File: src/rtl/sched_epoch_ctrl_if.sv
// sched_epoch_ctrl_if: bundles the scheduler handshake and the ingress transfer
// signals of sched_epoch_ctrl.
// master = epoch controller, slave = scheduler / dequeue datapath side.
interface sched_epoch_ctrl_if #(
    parameter int LEN_W = 4
);
    // scheduler handshake
    logic               sched_en;
    logic [3:0]         sched_sel_en;
    logic [7:0]         sched_sel;
    logic [4*LEN_W-1:0] pkt_slots;
    logic [3:0]         is_busy;
    logic [7:0]         busy_voq_num;
    // ingress transfer control
    logic [3:0]         xfer_en;
    logic [7:0]         xfer_voq;
    logic               slot_start;

    modport master (
        output sched_en, is_busy, busy_voq_num, xfer_en, xfer_voq, slot_start,
        input  sched_sel_en, sched_sel, pkt_slots
    );

    modport slave (
        input  sched_en, is_busy, busy_voq_num, xfer_en, xfer_voq, slot_start,
        output sched_sel_en, sched_sel, pkt_slots
    );
endinterface

File: src/rtl/sched_epoch_ctrl.sv
// sched_epoch_ctrl: runs fixed epochs of a SCHED phase (sched_en pulse, fixed
// decision latency, grant sample) followed by a one-slot XFER phase, and keeps
// per-ingress remaining-slot counters so a multi-slot packet holds its VOQ.
// Optional feature macro: SCHED_EPOCH_STATS_EN adds o_grant_cnt / o_idle_epochs.
module sched_epoch_ctrl #(
    parameter int SCHED_LAT   = 6,
    parameter int SLOT_CYCLES = 16,
    parameter int LEN_W       = 4
) (
    input  logic               clk,
    input  logic               reset,
    input  logic               i_run,
    sched_epoch_ctrl_if.master bus,
    output logic [15:0]        o_epoch_cnt
`ifdef SCHED_EPOCH_STATS_EN
    ,
    output logic [63:0]        o_grant_cnt,
    output logic [15:0]        o_idle_epochs
`endif
);

    localparam int CNT_MAX = (SCHED_LAT > SLOT_CYCLES - 1) ? SCHED_LAT : SLOT_CYCLES - 1;
    localparam int CNT_W   = $clog2(CNT_MAX + 1);

    typedef enum logic [1:0] {
        ST_IDLE  = 2'd0,
        ST_SCHED = 2'd1,
        ST_XFER  = 2'd2
    } state_t;

    state_t             r_state;
    state_t             w_next_state;
    logic [CNT_W-1:0]   r_cnt;
    logic               w_sched_last;
    logic               w_xfer_last;

    logic               r_sched_en;
    logic               r_slot_start;
    logic [3:0]         r_xfer_en;
    logic [7:0]         r_xfer_voq;
    logic [3:0]         r_is_busy;
    logic [7:0]         r_busy_voq;
    logic [15:0]        r_epoch_cnt;
    logic [LEN_W-1:0]   r_rem [4];

    logic               w_sched_en;
    logic               w_slot_start;
    logic [3:0]         w_xfer_en;
    logic [7:0]         w_xfer_voq;
    logic [3:0]         w_is_busy;
    logic [7:0]         w_busy_voq;
    logic [15:0]        w_epoch_cnt;
    logic [LEN_W-1:0]   w_rem [4];
    logic [LEN_W-1:0]   w_pkt [4];

    // The grant-sampling edge closes the last SCHED cycle; the slot ends on the last XFER cycle.
    assign w_sched_last = (r_state == ST_SCHED) && (r_cnt == CNT_W'(SCHED_LAT));
    assign w_xfer_last  = (r_state == ST_XFER)  && (r_cnt == CNT_W'(SLOT_CYCLES - 1));

    // State register.
    always_ff @(posedge clk or posedge reset) begin
        if (reset) begin
            r_state <= ST_IDLE;
        end else begin
            r_state <= w_next_state;
        end
    end

    // Next-state logic: run is only consulted in IDLE and on the last XFER cycle.
    always_comb begin
        w_next_state = r_state;
        case (r_state)
            ST_IDLE: begin
                if (i_run) w_next_state = ST_SCHED;
                else       w_next_state = ST_IDLE;
            end
            ST_SCHED: begin
                if (w_sched_last) w_next_state = ST_XFER;
                else              w_next_state = ST_SCHED;
            end
            ST_XFER: begin
                if (w_xfer_last) w_next_state = i_run ? ST_SCHED : ST_IDLE;
                else             w_next_state = ST_XFER;
            end
            default: w_next_state = ST_IDLE;
        endcase
    end

    // Phase cycle counter: restarts on every state change, idles at zero.
    always_ff @(posedge clk or posedge reset) begin
        if (reset) begin
            r_cnt <= {CNT_W{1'b0}};
        end else if (w_next_state != r_state) begin
            r_cnt <= {CNT_W{1'b0}};
        end else if (r_state == ST_IDLE) begin
            r_cnt <= {CNT_W{1'b0}};
        end else begin
            r_cnt <= r_cnt + CNT_W'(1);
        end
    end

    // Next values of the registered outputs and the per-ingress hold counters.
    always_comb begin
        w_sched_en   = (w_next_state == ST_SCHED) && (r_state != ST_SCHED);
        w_slot_start = w_sched_last;
        w_xfer_en    = r_xfer_en;
        w_xfer_voq   = r_xfer_voq;
        w_epoch_cnt  = r_epoch_cnt;
        w_busy_voq   = r_busy_voq;
        w_is_busy    = 4'b0000;

        if (w_sched_last) begin
            w_xfer_en  = bus.sched_sel_en;
            w_xfer_voq = bus.sched_sel;
        end else if (w_xfer_last) begin
            w_xfer_en  = 4'b0000;
            w_xfer_voq = 8'h00;
        end else begin
            w_xfer_en  = r_xfer_en;
            w_xfer_voq = r_xfer_voq;
        end

        if (w_xfer_last) w_epoch_cnt = r_epoch_cnt + 16'd1;
        else             w_epoch_cnt = r_epoch_cnt;

        for (int i = 0; i < 4; i++) begin
            w_rem[i] = r_rem[i];
            w_pkt[i] = bus.pkt_slots[i*LEN_W +: LEN_W];
            if (!w_sched_last) begin
                w_rem[i] = r_rem[i];
            end else if (bus.sched_sel_en[i] && (r_rem[i] == {LEN_W{1'b0}})) begin
                // New packet: a zero length counts as one slot, this slot included.
                if (w_pkt[i] == {LEN_W{1'b0}}) w_rem[i] = {LEN_W{1'b0}};
                else                           w_rem[i] = w_pkt[i] - LEN_W'(1);
                w_busy_voq[i*2 +: 2] = bus.sched_sel[i*2 +: 2];
            end else if (bus.sched_sel_en[i]) begin
                w_rem[i] = r_rem[i] - LEN_W'(1);
            end else begin
                // Ungranted ingress loses any packet in flight.
                w_rem[i] = {LEN_W{1'b0}};
            end
            w_is_busy[i] = (w_rem[i] != {LEN_W{1'b0}});
        end
    end

    // Registered outputs.
    always_ff @(posedge clk or posedge reset) begin
        if (reset) begin
            r_sched_en   <= 1'b0;
            r_slot_start <= 1'b0;
            r_xfer_en    <= 4'b0000;
            r_xfer_voq   <= 8'h00;
            r_is_busy    <= 4'b0000;
            r_busy_voq   <= 8'h00;
            r_epoch_cnt  <= 16'h0000;
        end else begin
            r_sched_en   <= w_sched_en;
            r_slot_start <= w_slot_start;
            r_xfer_en    <= w_xfer_en;
            r_xfer_voq   <= w_xfer_voq;
            r_is_busy    <= w_is_busy;
            r_busy_voq   <= w_busy_voq;
            r_epoch_cnt  <= w_epoch_cnt;
        end
    end

    // Per-ingress remaining-slot counters; kept across IDLE so a pause keeps busy state.
    always_ff @(posedge clk or posedge reset) begin
        if (reset) begin
            for (int i = 0; i < 4; i++) r_rem[i] <= {LEN_W{1'b0}};
        end else begin
            for (int i = 0; i < 4; i++) r_rem[i] <= w_rem[i];
        end
    end

    assign bus.sched_en     = r_sched_en;
    assign bus.slot_start   = r_slot_start;
    assign bus.xfer_en      = r_xfer_en;
    assign bus.xfer_voq     = r_xfer_voq;
    assign bus.is_busy      = r_is_busy;
    assign bus.busy_voq_num = r_busy_voq;
    assign o_epoch_cnt      = r_epoch_cnt;

`ifdef SCHED_EPOCH_STATS_EN
    logic [63:0] r_grant_cnt;
    logic [15:0] r_idle_epochs;

    // Saturating grant and zero-grant epoch counters, updated on the first slot cycle.
    always_ff @(posedge clk or posedge reset) begin
        if (reset) begin
            r_grant_cnt   <= 64'h0;
            r_idle_epochs <= 16'h0000;
        end else if (r_slot_start) begin
            for (int i = 0; i < 4; i++) begin
                if (r_xfer_en[i] && (r_grant_cnt[i*16 +: 16] != 16'hFFFF)) begin
                    r_grant_cnt[i*16 +: 16] <= r_grant_cnt[i*16 +: 16] + 16'd1;
                end else begin
                    r_grant_cnt[i*16 +: 16] <= r_grant_cnt[i*16 +: 16];
                end
            end
            if ((r_xfer_en == 4'b0000) && (r_idle_epochs != 16'hFFFF)) begin
                r_idle_epochs <= r_idle_epochs + 16'd1;
            end else begin
                r_idle_epochs <= r_idle_epochs;
            end
        end else begin
            r_grant_cnt   <= r_grant_cnt;
            r_idle_epochs <= r_idle_epochs;
        end
    end

    assign o_grant_cnt   = r_grant_cnt;
    assign o_idle_epochs = r_idle_epochs;
`endif

endmodule

File: src/flat_wrapper.sv
// flat-port wrapper written by rule: the top's interface ports become plain ports
module sched_epoch_ctrl_flat 
#(
    parameter int SCHED_LAT   = 6,
    parameter int SLOT_CYCLES = 16,
    parameter int LEN_W       = 4
)
  (clk, reset, i_run, o_epoch_cnt, bus_sched_en, bus_is_busy, bus_busy_voq_num, bus_xfer_en, bus_xfer_voq, bus_slot_start, bus_sched_sel_en, bus_sched_sel, bus_pkt_slots);
  sched_epoch_ctrl_if #(.LEN_W(LEN_W)) bus_i ();
  input  logic clk;
  input  logic reset;
  input  logic i_run;
  output logic [15:0] o_epoch_cnt;
  output wire logic [$bits(bus_i.sched_en)-1:0] bus_sched_en;
  output wire logic [$bits(bus_i.is_busy)-1:0] bus_is_busy;
  output wire logic [$bits(bus_i.busy_voq_num)-1:0] bus_busy_voq_num;
  output wire logic [$bits(bus_i.xfer_en)-1:0] bus_xfer_en;
  output wire logic [$bits(bus_i.xfer_voq)-1:0] bus_xfer_voq;
  output wire logic [$bits(bus_i.slot_start)-1:0] bus_slot_start;
  input wire logic [$bits(bus_i.sched_sel_en)-1:0] bus_sched_sel_en;
  input wire logic [$bits(bus_i.sched_sel)-1:0] bus_sched_sel;
  input wire logic [$bits(bus_i.pkt_slots)-1:0] bus_pkt_slots;
  assign bus_sched_en = bus_i.sched_en;
  assign bus_is_busy = bus_i.is_busy;
  assign bus_busy_voq_num = bus_i.busy_voq_num;
  assign bus_xfer_en = bus_i.xfer_en;
  assign bus_xfer_voq = bus_i.xfer_voq;
  assign bus_slot_start = bus_i.slot_start;
  assign bus_i.sched_sel_en = bus_sched_sel_en;
  assign bus_i.sched_sel = bus_sched_sel;
  assign bus_i.pkt_slots = bus_pkt_slots;
  sched_epoch_ctrl #(.SCHED_LAT(SCHED_LAT), .SLOT_CYCLES(SLOT_CYCLES), .LEN_W(LEN_W)) u_core (.clk(clk), .reset(reset), .i_run(i_run), .bus(bus_i), .o_epoch_cnt(o_epoch_cnt));
endmodule
File: config.mk
export PLATFORM = sky130hd
export DESIGN_NAME = sched_epoch_ctrl_flat
export DESIGN_NICKNAME = d
export VERILOG_FILES = /design/src/rtl/sched_epoch_ctrl_if.sv /design/src/rtl/sched_epoch_ctrl.sv /design/src/flat_wrapper.sv
export SDC_FILE = /design/constraint.sdc
export NUM_CORES = 1
export LEC_CHECK = 0
export BUFFER_PORTS_ARGS = -buffer_cell sky130_fd_sc_hd__buf_2
export CORE_UTILIZATION = 48
export DETAILED_ROUTE_END_ITERATION = 6
export GPL_TIMING_DRIVEN = 0
export PLACE_DENSITY_LB_ADDON = 0.15
export SYNTH_ARGS = -nofsm -noshare
export SYNTH_HDL_FRONTEND = slang
export SYNTH_SLANG_ARGS = --single-unit
File: constraint.sdc
create_clock -name clk -period 2 [get_ports clk]
set_input_delay 0 -clock clk [delete_from_list [all_inputs] [get_ports clk]]
set_output_delay 0 -clock clk [all_outputs]
set_load 0.05 [all_outputs]
==> metrics list, run 1 <==
- Number of failing setup endpoints in the final timing report: 4
- The congestion estimate from routability-driven global placement came to 0.844.
- Once layout is complete, the cells apart from fillers number 474.
- Post-route core utilization: 0.669
- Largest fanout of any net on the critical path: 10
- Initial Utilization: 0.507
- Initial antenna violation count: 0
* Final period utilization: 1.03
- The number of global-route vias before repair was 2,363.
- Normalized max-slew margin: 0.638
- Share of the yosys chip area belonging to registers: 0.524
- For this run, the leading register cell type out of synthesis is dfrtp_1.
- Proportion of netlist area held by the largest area contributor: 0.524
* Unrepaired setup endpoints after global routing: yes
- The H-tree was split into 3 levels.
- Overall fraction of global-route tracks in use: 0.218
* Clock Root Buffer: clkbuf_8
- Site row count: 28
- For this run, the top clock speed supported by timing is 0.486 GHz.
* Filler Cells Inserted: 462
* Detailed-placement wirelength estimate: 4.76 mm
* Post-Syn Area: 3060 um^2
- The slowest stage of the critical path is the or4_4 cell.
* Cells after DPL: 437
- The critical path is of the register to register type.
- Entering global routing, the biggest net connects 41 pins.
- The tool flagged a number of max-cap violations equal to 0.
* Sum of overflow across all layers after global routing: 0
* Number of library cell types mapped by synthesis: 42
* Total count of hold-check failures in the final report: 0
- At the worst endpoint, the required time is 2200 ps.
* Type of element launching the critical path: register
- After layout, the minimum clock period comes to 2060 ps.
- The run finished, with violations left.
* Count of flip-flops with a built-in enable after synthesis: 0
- Total inserted antenna cells: 0
- The number of nets handed over by synthesis was 327.
- After floorplanning, the core was sized to cover 6030 um^2.
- Max-slew violations: 0
* Port Buffers: 72
- Flops & latches, synth: 64
* Area contributors post-synth: dfrtp_1 (52%), xnor2_1 (3.7%), mux2_2 (3.7%)
- Across all hold checks on the routed design, the worst slack comes to 47.6 ps.
- In this run the static leakage power is 1.97 nW.
- Power per Cell Area: 1180 nW/um^2
- Clock transition at the register clock pins on the worst setup and hold paths after CTS: 70 ps
- Vias post-DR: 2,539
* Endpoint class of the critical path: register
- The first routing iteration left 91 violations.
* Footprint of the multi-input gates: 1400 um^2
* Worst-path cell chain: inv_1, ha_2, nand4b_4, nand2b_4, buf_6, a221o_1, or4_4
- Post-DR vias/cell: 5.36
- The first global-routing pass estimated 10.7 mm of wire.
* Worst slack, placed: -245 ps
- At the pin with the least slew margin, the transition time is 543 ps.
- Worst hold path type: primary input to register
* Clk_skew: 6.91 ps
* Setup_tns: -181 ps
- TritonCTS built the clock tree.
- Area after DPL: 3530 um^2
* Mapped Avg Cell Area: 10.6 um^2
- 73 I/O pins were placed.
- Once detail routing completed, the nets flagged for antenna violations numbered 0.
* Avg WL per Cell: 14.6 um
- Drt pass-1 iters: 4
- Synth area leader: dfrtp_1
- For this run, the number of Yosys warnings is 0.
- Final setup margin: -55.8 ps
- Instance count of the mapped netlist: 289
- Buffers inserted during clock tree synthesis total 9.
- Violated checks: setup timing
* Worst-Skew Late Latency: 330 ps
* Deepest clock path buffer count: 2
- By count the netlist is led by dfrtp_1 (64), nand2_1 (28), nor2_1 (23).
- Cell with the most instances after synthesis: dfrtp_1
- Area growth syn-to-layout: 32.0%
* Post-synth ARST share: 1.00
* DRC violation count after routing: 0
- VDD sags by at most 0.000728 V.
- Peak per-stage delay on the critical path: 510 ps
- Summing all non-filler instances in the final layout gives an area of 4030 um^2.
- Die X-Extent: 81.8 um
* Overall die area: 6690 um^2
- Final WL: 6.92 mm
- For this run, the post-layout net count is 433.
- For the worst setup path, the data arrival time is 2260 ps.
- Layout cells sized above 1: 0.313
- Floorplan die height: 81.8 um
- Post-layout power: 4.78 mW
* Clock sink total: 64
- Footprint of the flip-flops and latches: 1600 um^2
layout make-up:
class / instances / share of cell area
inverter: 16 / 0.0152
multi-input combinational: 203 / 0.348
tap: 75 / 0.0233
timing repair buffer: 95 / 0.146
sequential: 64 / 0.397
clock inverter: 6 / 0.0270
buffer: 6 / 0.0130
clock buffer: 9 / 0.0307
flip-flops by register name (all words and copies together), names as in the netlist:
register                 cells
u_core.o_epoch_cnt          16
u_core.bus.is_busy           4
u_core.r_cnt                 4
u_core.bus.busy_voq_num      8
u_core.bus.xfer_en           4
u_core.bus.slot_start        1
u_core.bus.xfer_voq          8
u_core.bus.sched_en          1
u_core.r_state               2
u_core.r_rem                16
metal layers:
metal / part of all wire / vias up / GRT usage
li1: - / 1268 / -
met1: 0.45 / 1196 / 0.277
met2: 0.50 / 66 / 0.347
met3: 0.043 / 9 / 0.0489
met4: 0.014 / 0 / 0.112
met5: 0 / - / 0
kinds of logic after synthesis:
family                     share of synthesized area
xor gates and xnor gates                      0.0487
AOI/OAI and AO/OA                              0.130
adders and majority gates                     0.0287
buffers and inverters                         0.0307
DFF                                            0.524
and+or+nand+nor                                0.201
muxes                                         0.0369
timing repair:
| action | 4_1_cts | 5_1_grt |
|---|---|---|
| hold buffers | 17 | 0 |
| gates resized for setup | 7 | 14 |
| pin swaps | 1 | 4 |
| setup buffers | 5 | 0 |
| setup endpoints to repair | 20 | 17 |
| hold endpoints to repair | 50 | 0 |
worst paths after layout:
check	slack, ps	end	cells past startpoint	from
setup / recovery	-60	u_core.bus.is_busy[1]$_DFF_PP0_	7	u_core.r_cnt[0]$_DFF_PP0_
hold / removal	50	u_core.r_rem[0]$_DFF_PP0_	3	bus_pkt_slots[12]
setup reg to reg	-60	u_core.bus.is_busy[1]$_DFF_PP0_	7	u_core.r_cnt[0]$_DFF_PP0_
hold reg to reg	470	u_core.o_epoch_cnt[15]$_DFFE_PP0P_	1	u_core.o_epoch_cnt[15]$_DFFE_PP0P_
max in group asynchronous	1130	u_core.r_cnt[2]$_DFF_PP0_	4	reset
min in group asynchronous	270	u_core.bus.busy_voq_num[3]$_DFFE_PP0P_	3	reset
report_power, final:
group	internal (mW)	switching, mW
registers	1.59	0.240
logic	0.641	1.00
clock network	0.818	0.486
cell usage in the layout (no fill, tap or decap), types with 6 or more instances in the layout:
master,count
a21oi_1,6
a22o_1,11
buf_2,72
buf_4,6
clkbuf_8,10
dfrtp_1,64
dlygate4sd3_1,17
ha_1,6
inv_1,14
mux2_2,10
nand2_1,28
nand4_1,6
nor2_1,21
nor3_1,11
o21ai_0,20
xnor2_1,13
worst max-delay path: cells and delay by family (launching register included):
| kind | cells | cell delay [ps] |
|---|---|---|
| simple gates | 3 | 780 |
| flops | 1 | 380 |
| compound gates | 1 | 370 |
| buf+inv | 2 | 210 |
| fa+ha+maj | 1 | 200 |
(Power assumes the default switching activity.)
==> run 2: changes to the inputs <==
--- a/config.mk
+++ b/config.mk
@@ -10,6 +10,7 @@
 export DETAILED_ROUTE_END_ITERATION = 6
 export GPL_TIMING_DRIVEN = 0
 export PLACE_DENSITY_LB_ADDON = 0.15
+export REMOVE_ABC_BUFFERS = 1
 export SYNTH_ARGS = -nofsm -noshare
 export SYNTH_HDL_FRONTEND = slang
 export SYNTH_SLANG_ARGS = --single-unit
==> run 2 against run 1 <==
The run now ends clean. Global-route usage increased by 0.053 points. Fmax is 3.0% higher. Die area is the same. Critical path depth unchanged. Largest cell class unchanged.
==> metrics list, run 2 (synthesized netlist as in run 1, its figures left out) <==
* Die X-Extent: 81.8 um
- For met2 alone, demand over resource in global routing was 0.335.
- Across the whole layout, storage elements account for 1600 um^2.
* Maximum number of pins on one net before global-route repair: 41
- Final Net Count: 441
- The worst hold path passes through 3 cells.
* Worst hold path type: primary input to register
- Placer's final routability congestion estimate: 0.843
- First-pass GRT wire length: 10.9 mm
- The H-tree was split into 3 levels.
- The worst register-to-register path has a setup slack of 4 ps.
- Overall fraction of global-route tracks in use: 0.218
* Filler Cells Inserted: 496
- Initial Utilization: 0.507
* Minimum clock period: 2000 ps
* Global routing usage on met3: 0.0389
* Final WL: 7.01 mm
- In the layout the commonest cells are buf_2 (72), dfrtp_1 (63), nand2_1 (28).
- Worst-Skew Late Latency: 330 ps
* Overall die area: 6690 um^2
* Vias post-DR: 2,621
- DRC violation count after routing: 0
* Pin slew with the least headroom to its limit: 537 ps
- Smallest hold slack: 49.1 ps
- After detailed routing, the number of vias per cell comes to 5.45.
- Before CTS, the worst setup slack after placement is -1030 ps.
* Worst reg2reg path depth: 7
- Dividing the final minimum period by the clock period gives 0.998.
- During I/O placement, the number of pins put on the boundary was 73.
- The library cell used most frequently in the layout, excluding fill and tap cells, is buf_2.
* Number of violations reported at the end of detailed-routing iteration 0: 215
* Clk_skew: 8.03 ps
- Data on the critical path arrives at its endpoint at 2190 ps.
* Power per Cell Area: 1110 nW/um^2
- met2 is the most crowded layer.
- Port Buffers: 72
* Cells after DPL: 431
- Measured against its own limit, the worst slew margin works out to 0.642.
- The flow ran to the end, and the final reports show no timing, DRC or antenna violations.
- From bottom edge to top edge, the die measures 81.8 um.
- Clock transition at the register clock pins on the worst setup and hold paths after CTS: 60 ps
* Number of maximum-capacitance violations: 0
* Sum of overflow across all layers after global routing: 0
* Number of failing setup endpoints in the final timing report: 0
* Final setup margin: 4.38 ps
- Initial antenna violation count: 0
- For this run, the detailed router's first-pass iteration total came to 4.
- The tree is rooted in a clkbuf_8.
- Summed over all cells, the static leakage comes to 1.98 nW.
* Footprint of the multi-input gates: 1440 um^2
- From synthesis to final layout, the design area changed by 32.6%.
- Data required, critical path: 2190 ps
* Type of element launching the critical path: register
* Highest clock rate: 0.501 GHz
- The worst setup path is captured at a register.
* Total count of hold-check failures in the final report: 0
- Post-layout power: 4.49 mW
- Row generation in the floorplan step produced 28 rows.
* Layout cells sized above 1: 0.318
- The number of global-route vias before repair was 2,431.
* Post-Layout Inst Area: 4050 um^2
- Setup repair after global routing could not meet its margin everywhere.
* TritonCTS Buffers: 9
- Max-slew violations: 0
- Worst setup path category: register to register
* Total inserted antenna cells: 0
* Met1 usage in global routing: 0.297
* Clock sink total: 64
* Largest fanout of any net on the critical path: 6
- Once detailed placement completed, the half-perimeter wirelength came to 4.49 mm.
- The worst-case IR drop observed on VDD is 0.000780 V.
* Avg WL per Cell: 14.6 um
- The longest clock path from root to sink contains 2 buffers.
* Area after DPL: 3500 um^2
- TritonCTS clock tree: yes
- In this run the remaining antenna-violating nets after routing total 0.
- After the flow finishes, the layout carries non-filler instances totaling 481.
- Core area: 6030 um^2
run 2: cell count changes in the layout (fill, tap and decap cells not counted), moves of 2 or more:
cell	change
nand2b_4	+2
buf_4	+10
clkinv_2	-3
bufinv_16	-3
clkbuf_1	+2
or4_4	-4
clkbuf_8	+2
or4_1	+4
clkbuf_4	-2
run 2: metrics by stage:
stage / setup TNS, ps / utilization
detailed placement: -14370 / 0.580
floorplan: -1780 / -
finish: 0 / 0.673
global placement: -36150 / 0.577
CTS: 0 / 0.657
global route: -266 / 0.673
run 2: cell type report:
cell class                 instances  area share
sequential                        64       0.395
multi-input combinational        206       0.356
timing repair buffer             106       0.165
clock buffer                      14      0.0426
tap                               75      0.0232
inverter                          16      0.0170
run 2: report_power, final:
part,switching [mW],total (mW),internal [mW]
Combinational,1.02,1.68,0.655
Clock,0.437,0.976,0.539
Sequential,0.253,1.84,1.59
run 2: repair_timing:
item / 4_1_cts / 5_1_grt
hold buffers: 17 / 0
setup endpoints to repair: 19 / 4
gates cloned: 2 / 1
setup buffers: 10 / 6
endpoints found under the hold margin: 49 / 0
resized for setup: 7 / 8
pin swaps: 2 / 5
run 2: per-layer routing:
metal	up-vias	part of all wire
met5	-	0
met4	0	0.015
met3	10	0.051
met2	87	0.46
met1	1239	0.47
li1	1285	-
run 2: worst paths after layout:
path                                                                to                          startpoint
worst min register to register      u_core.o_epoch_cnt[15]$_DFFE_PP0P_  u_core.o_epoch_cnt[15]$_DFFE_PP0P_
worst max-delay path                   u_core.bus.is_busy[1]$_DFF_PP0_           u_core.r_cnt[0]$_DFF_PP0_
worst min-delay path                        u_core.r_rem[11]$_DFF_PP0_                    bus_pkt_slots[7]
max in group asynchronous       u_core.bus.busy_voq_num[4]$_DFFE_PP0P_                               reset
worst max register to register         u_core.bus.is_busy[1]$_DFF_PP0_           u_core.r_cnt[0]$_DFF_PP0_
min in group asynchronous            u_core.o_epoch_cnt[0]$_DFFE_PP0P_                               reset
run 2: critical path, cell delays in order, from the launching register on:
cell,delay (ps)
dfrtp_1,370
inv_1,70
ha_2,200
nand4b_4,130
nand2b_4,220
a22oi_1,230
o21ai_1,120
or4_1,520
==> run 3: changes to the inputs <==
--- a/config.mk
+++ b/config.mk
@@ -6,7 +6,8 @@
 export NUM_CORES = 1
 export LEC_CHECK = 0
 export BUFFER_PORTS_ARGS = -buffer_cell sky130_fd_sc_hd__buf_2
-export CORE_UTILIZATION = 48
+export CORE_UTILIZATION = 50
+export CTS_BUF_LIST = sky130_fd_sc_hd__clkbuf_4 sky130_fd_sc_hd__clkbuf_8 sky130_fd_sc_hd__clkbuf_16
 export DETAILED_ROUTE_END_ITERATION = 6
 export GPL_TIMING_DRIVEN = 0
 export PLACE_DENSITY_LB_ADDON = 0.15
==> constraint.sdc (replaced) <==
create_clock -name clk -period 2.38 [get_ports clk]
set_input_delay 0 -clock clk [delete_from_list [all_inputs] [get_ports clk]]
set_output_delay 0 -clock clk [all_outputs]
set_load 0.05 [all_outputs]
==> run 3 against run 2 <==
Cell count is 3.1% lower. Sequential share of layout area is 1.5 points higher. Hold slack better by 8.2 ps. Die area is 3.9% lower.
==> metrics list, run 3 (synthesized netlist as in run 1, its figures left out) <==
* Result of the run: finished clean
- The worst register-to-register path ends at u_core.bus.is_busy[0]$_DFF_PP0_.
- 0 antenna diodes ended up in the layout.
- Smallest hold slack: 57.3 ps
- Clock Root Buffer: clkbuf_8
- Area growth syn-to-layout: 27.6%
* Final WL: 6.56 mm
- VDD sags by at most 0.000615 V.
- Cell type of the slowest stage on the worst timing path: or4_1
- First-pass GRT wire length: 10.4 mm
- Peak per-stage delay on the critical path: 510 ps
- Sum of overflow across all layers after global routing: 0
- Port Buffers: 72
- Clock sink total: 64
- Detailed-placement wirelength estimate: 4.48 mm
- Hold path startpoint: bus_pkt_slots[12]
* Type of element launching the critical path: register
* Layout cells sized above 1: 0.276
- Worst-Skew Late Latency: 330 ps
- The core region is 5920 um^2.
* Floorplan die height: 80.2 um
- Worst reg2reg path depth: 6
- On the final layout, the worst clock skew is 9.07 ps.
- Initial Utilization: 0.516
- The number of max-slew violations in the final report came to 0.
- At the pin with the least slew margin, the transition time is 487 ps.
- Static timing analysis puts the maximum clock frequency at 0.450 GHz.
- In the final timing run, aggregate negative setup slack is 0 ps.
* TritonCTS Buffers: 9
- The number of hold violations in the final report is 0.
- Number of violations reported at the end of detailed-routing iteration 0: 182
- The setup path with the least slack is of type register to register.
* Final period utilization: 0.934
* Most common cell after layout, fill and taps aside: buf_2
* Deepest clock path buffer count: 2
- Setup repair bufs after CTS: 0
- Normalized max-slew margin: 0.674
* Slack of the worst reg-to-reg path: 160 ps
- Vias post-DR: 2,555
- Power per Cell Area: 960 nW/um^2
- Clock-pin slew was measured on the worst setup and hold paths at 70 ps.
- Post-DR vias/cell: 5.48
- In the layout the commonest cells are buf_2 (72), dfrtp_1 (64), nand2_1 (28).
* Number of nets still failing antenna checks after routing: 0
* Endpoint class of the critical path: register
* Maximum number of pins on one net before global-route repair: 45
- The worst hold path passes through 3 cells.
* Minimum clock period: 2220 ps
- Setup violations remaining at the end of the flow were counted as 0.
- Of all nets on the critical path, the largest fanout is 16.
- Initial antenna violation count: 0
- Site row count: 28
- TritonCTS built the clock tree.
- Measured along the x axis, the die boundary spans 80.2 um.
* I/O pins: 73
- Avg WL per Cell: 14.1 um
* Placer's final routability congestion estimate: 0.833
* Drt pass-1 iters: 4
- Unrepaired setup endpoints after global routing: no
* Signal arrival time at the worst endpoint: 2420 ps
- Startpoint of the lowest-slack register-to-register path: u_core.r_cnt[0]$_DFF_PP0_
- Overall fraction of global-route tracks in use: 0.212
- Overall die area: 6430 um^2
- DRC violation count after routing: 0
* Worst-path cell chain: inv_1, ha_1, nand4b_4, nand2b_4, a221o_1, or4_1
- In this run the static leakage power is 1.90 nW.
* Worst Hold Endpoint: u_core.r_rem[0]$_DFF_PP0_
- The H-tree was split into 3 levels.
* Number of maximum-capacitance violations: 0
- The critical path starts at u_core.r_cnt[0]$_DFF_PP0_.
- The final layout contains 424 nets.
- The worst hold path belongs to the class primary input to register.
* Vias in the first global route: 2,357
- STA puts the critical path data required time at 2580 ps.
run 3: cell count changes in the layout (fill, tap and decap cells not counted), moves of 2 or more:
cell	change
ha_1	+2
clkinv_4	+2
clkbuf_1	-2
nand4bb_1	+2
buf_4	-16
clkinv_2	+2
nand4bb_4	-2
ha_2	-2
o21ai_0	+2
clkbuf_8	-3
o21ai_1	-2
run 3: metrics by stage:
stage / total power, mW / cell area, um^2 / utilization / worst slack (ps) / std cells
4_1_cts: 3.76 / 3880 / 0.656 / 70.8 / 465
2_1_floorplan: 2.48 / 3020 / - / 195 / 283
5_1_grt: 3.96 / 3900 / 0.658 / 36.6 / 466
3_5_place_dp: 2.81 / 3500 / 0.590 / -621 / 431
6_report: 3.74 / 3900 / 0.658 / 158 / 466
3_3_place_gp: 2.78 / 3480 / 0.587 / -612 / 430
run 3: area by class of cell:
cell class	instances	area (um^2)
fill	487	2020
inverter	16	65.1
timing repair buffer	91	561
tap	75	93.8
sequential	64	1600
clock buffer	9	124
multi-input combinational	204	1380
clock inverter	7	72.6
run 3: worst max-delay path by stage:
stage	end	slack [ps]	depth (start not counted)
after floorplan	u_core.bus.is_busy[2]$_DFF_PP0_	200	8
after global placement	u_core.bus.xfer_voq[4]$_DFFE_PP0P_	-610	7
after detailed placement	u_core.bus.xfer_en[1]$_DFFE_PP0P_	-620	7
after CTS	u_core.bus.is_busy[2]$_DFF_PP0_	70	8
after global routing	u_core.bus.is_busy[0]$_DFF_PP0_	40	6
final	u_core.bus.is_busy[0]$_DFF_PP0_	160	6
run 3: critical path, delay by kind of cell, from the launching register on:
kind	cells	cell delay [ps]
compound gates	1	430
flops	1	410
fa+ha+maj	1	210
simple gates	3	960
buf+inv	1	70
run 3: layer usage:
metal  track usage  routed length [um]  vias to the layer above
met1         0.282                3100                     1218
met3        0.0420                 300                        8
li1              -                   -                     1243
met2         0.329                3090                       86
met4         0.107                  75                        0
met5             0                   0                        -
run 3: timing repair:
| action | in CTS | in global routing |
|---|---|---|
| gates cloned | 0 | 1 |
| setup endpoints to repair | 14 | 4 |
| hold endpoints to repair | 48 | 0 |
| hold buffers | 18 | 0 |
| gates resized for setup | 4 | 1 |
| pin swaps | 0 | 0 |
run 3: report_power, final:
part           internal (mW)  switching [mW]  leakage [nW]
combinational          0.485           0.809         0.989
clock                  0.482           0.423        0.0952
sequential              1.33           0.210         0.816
total                   2.30            1.44          1.90
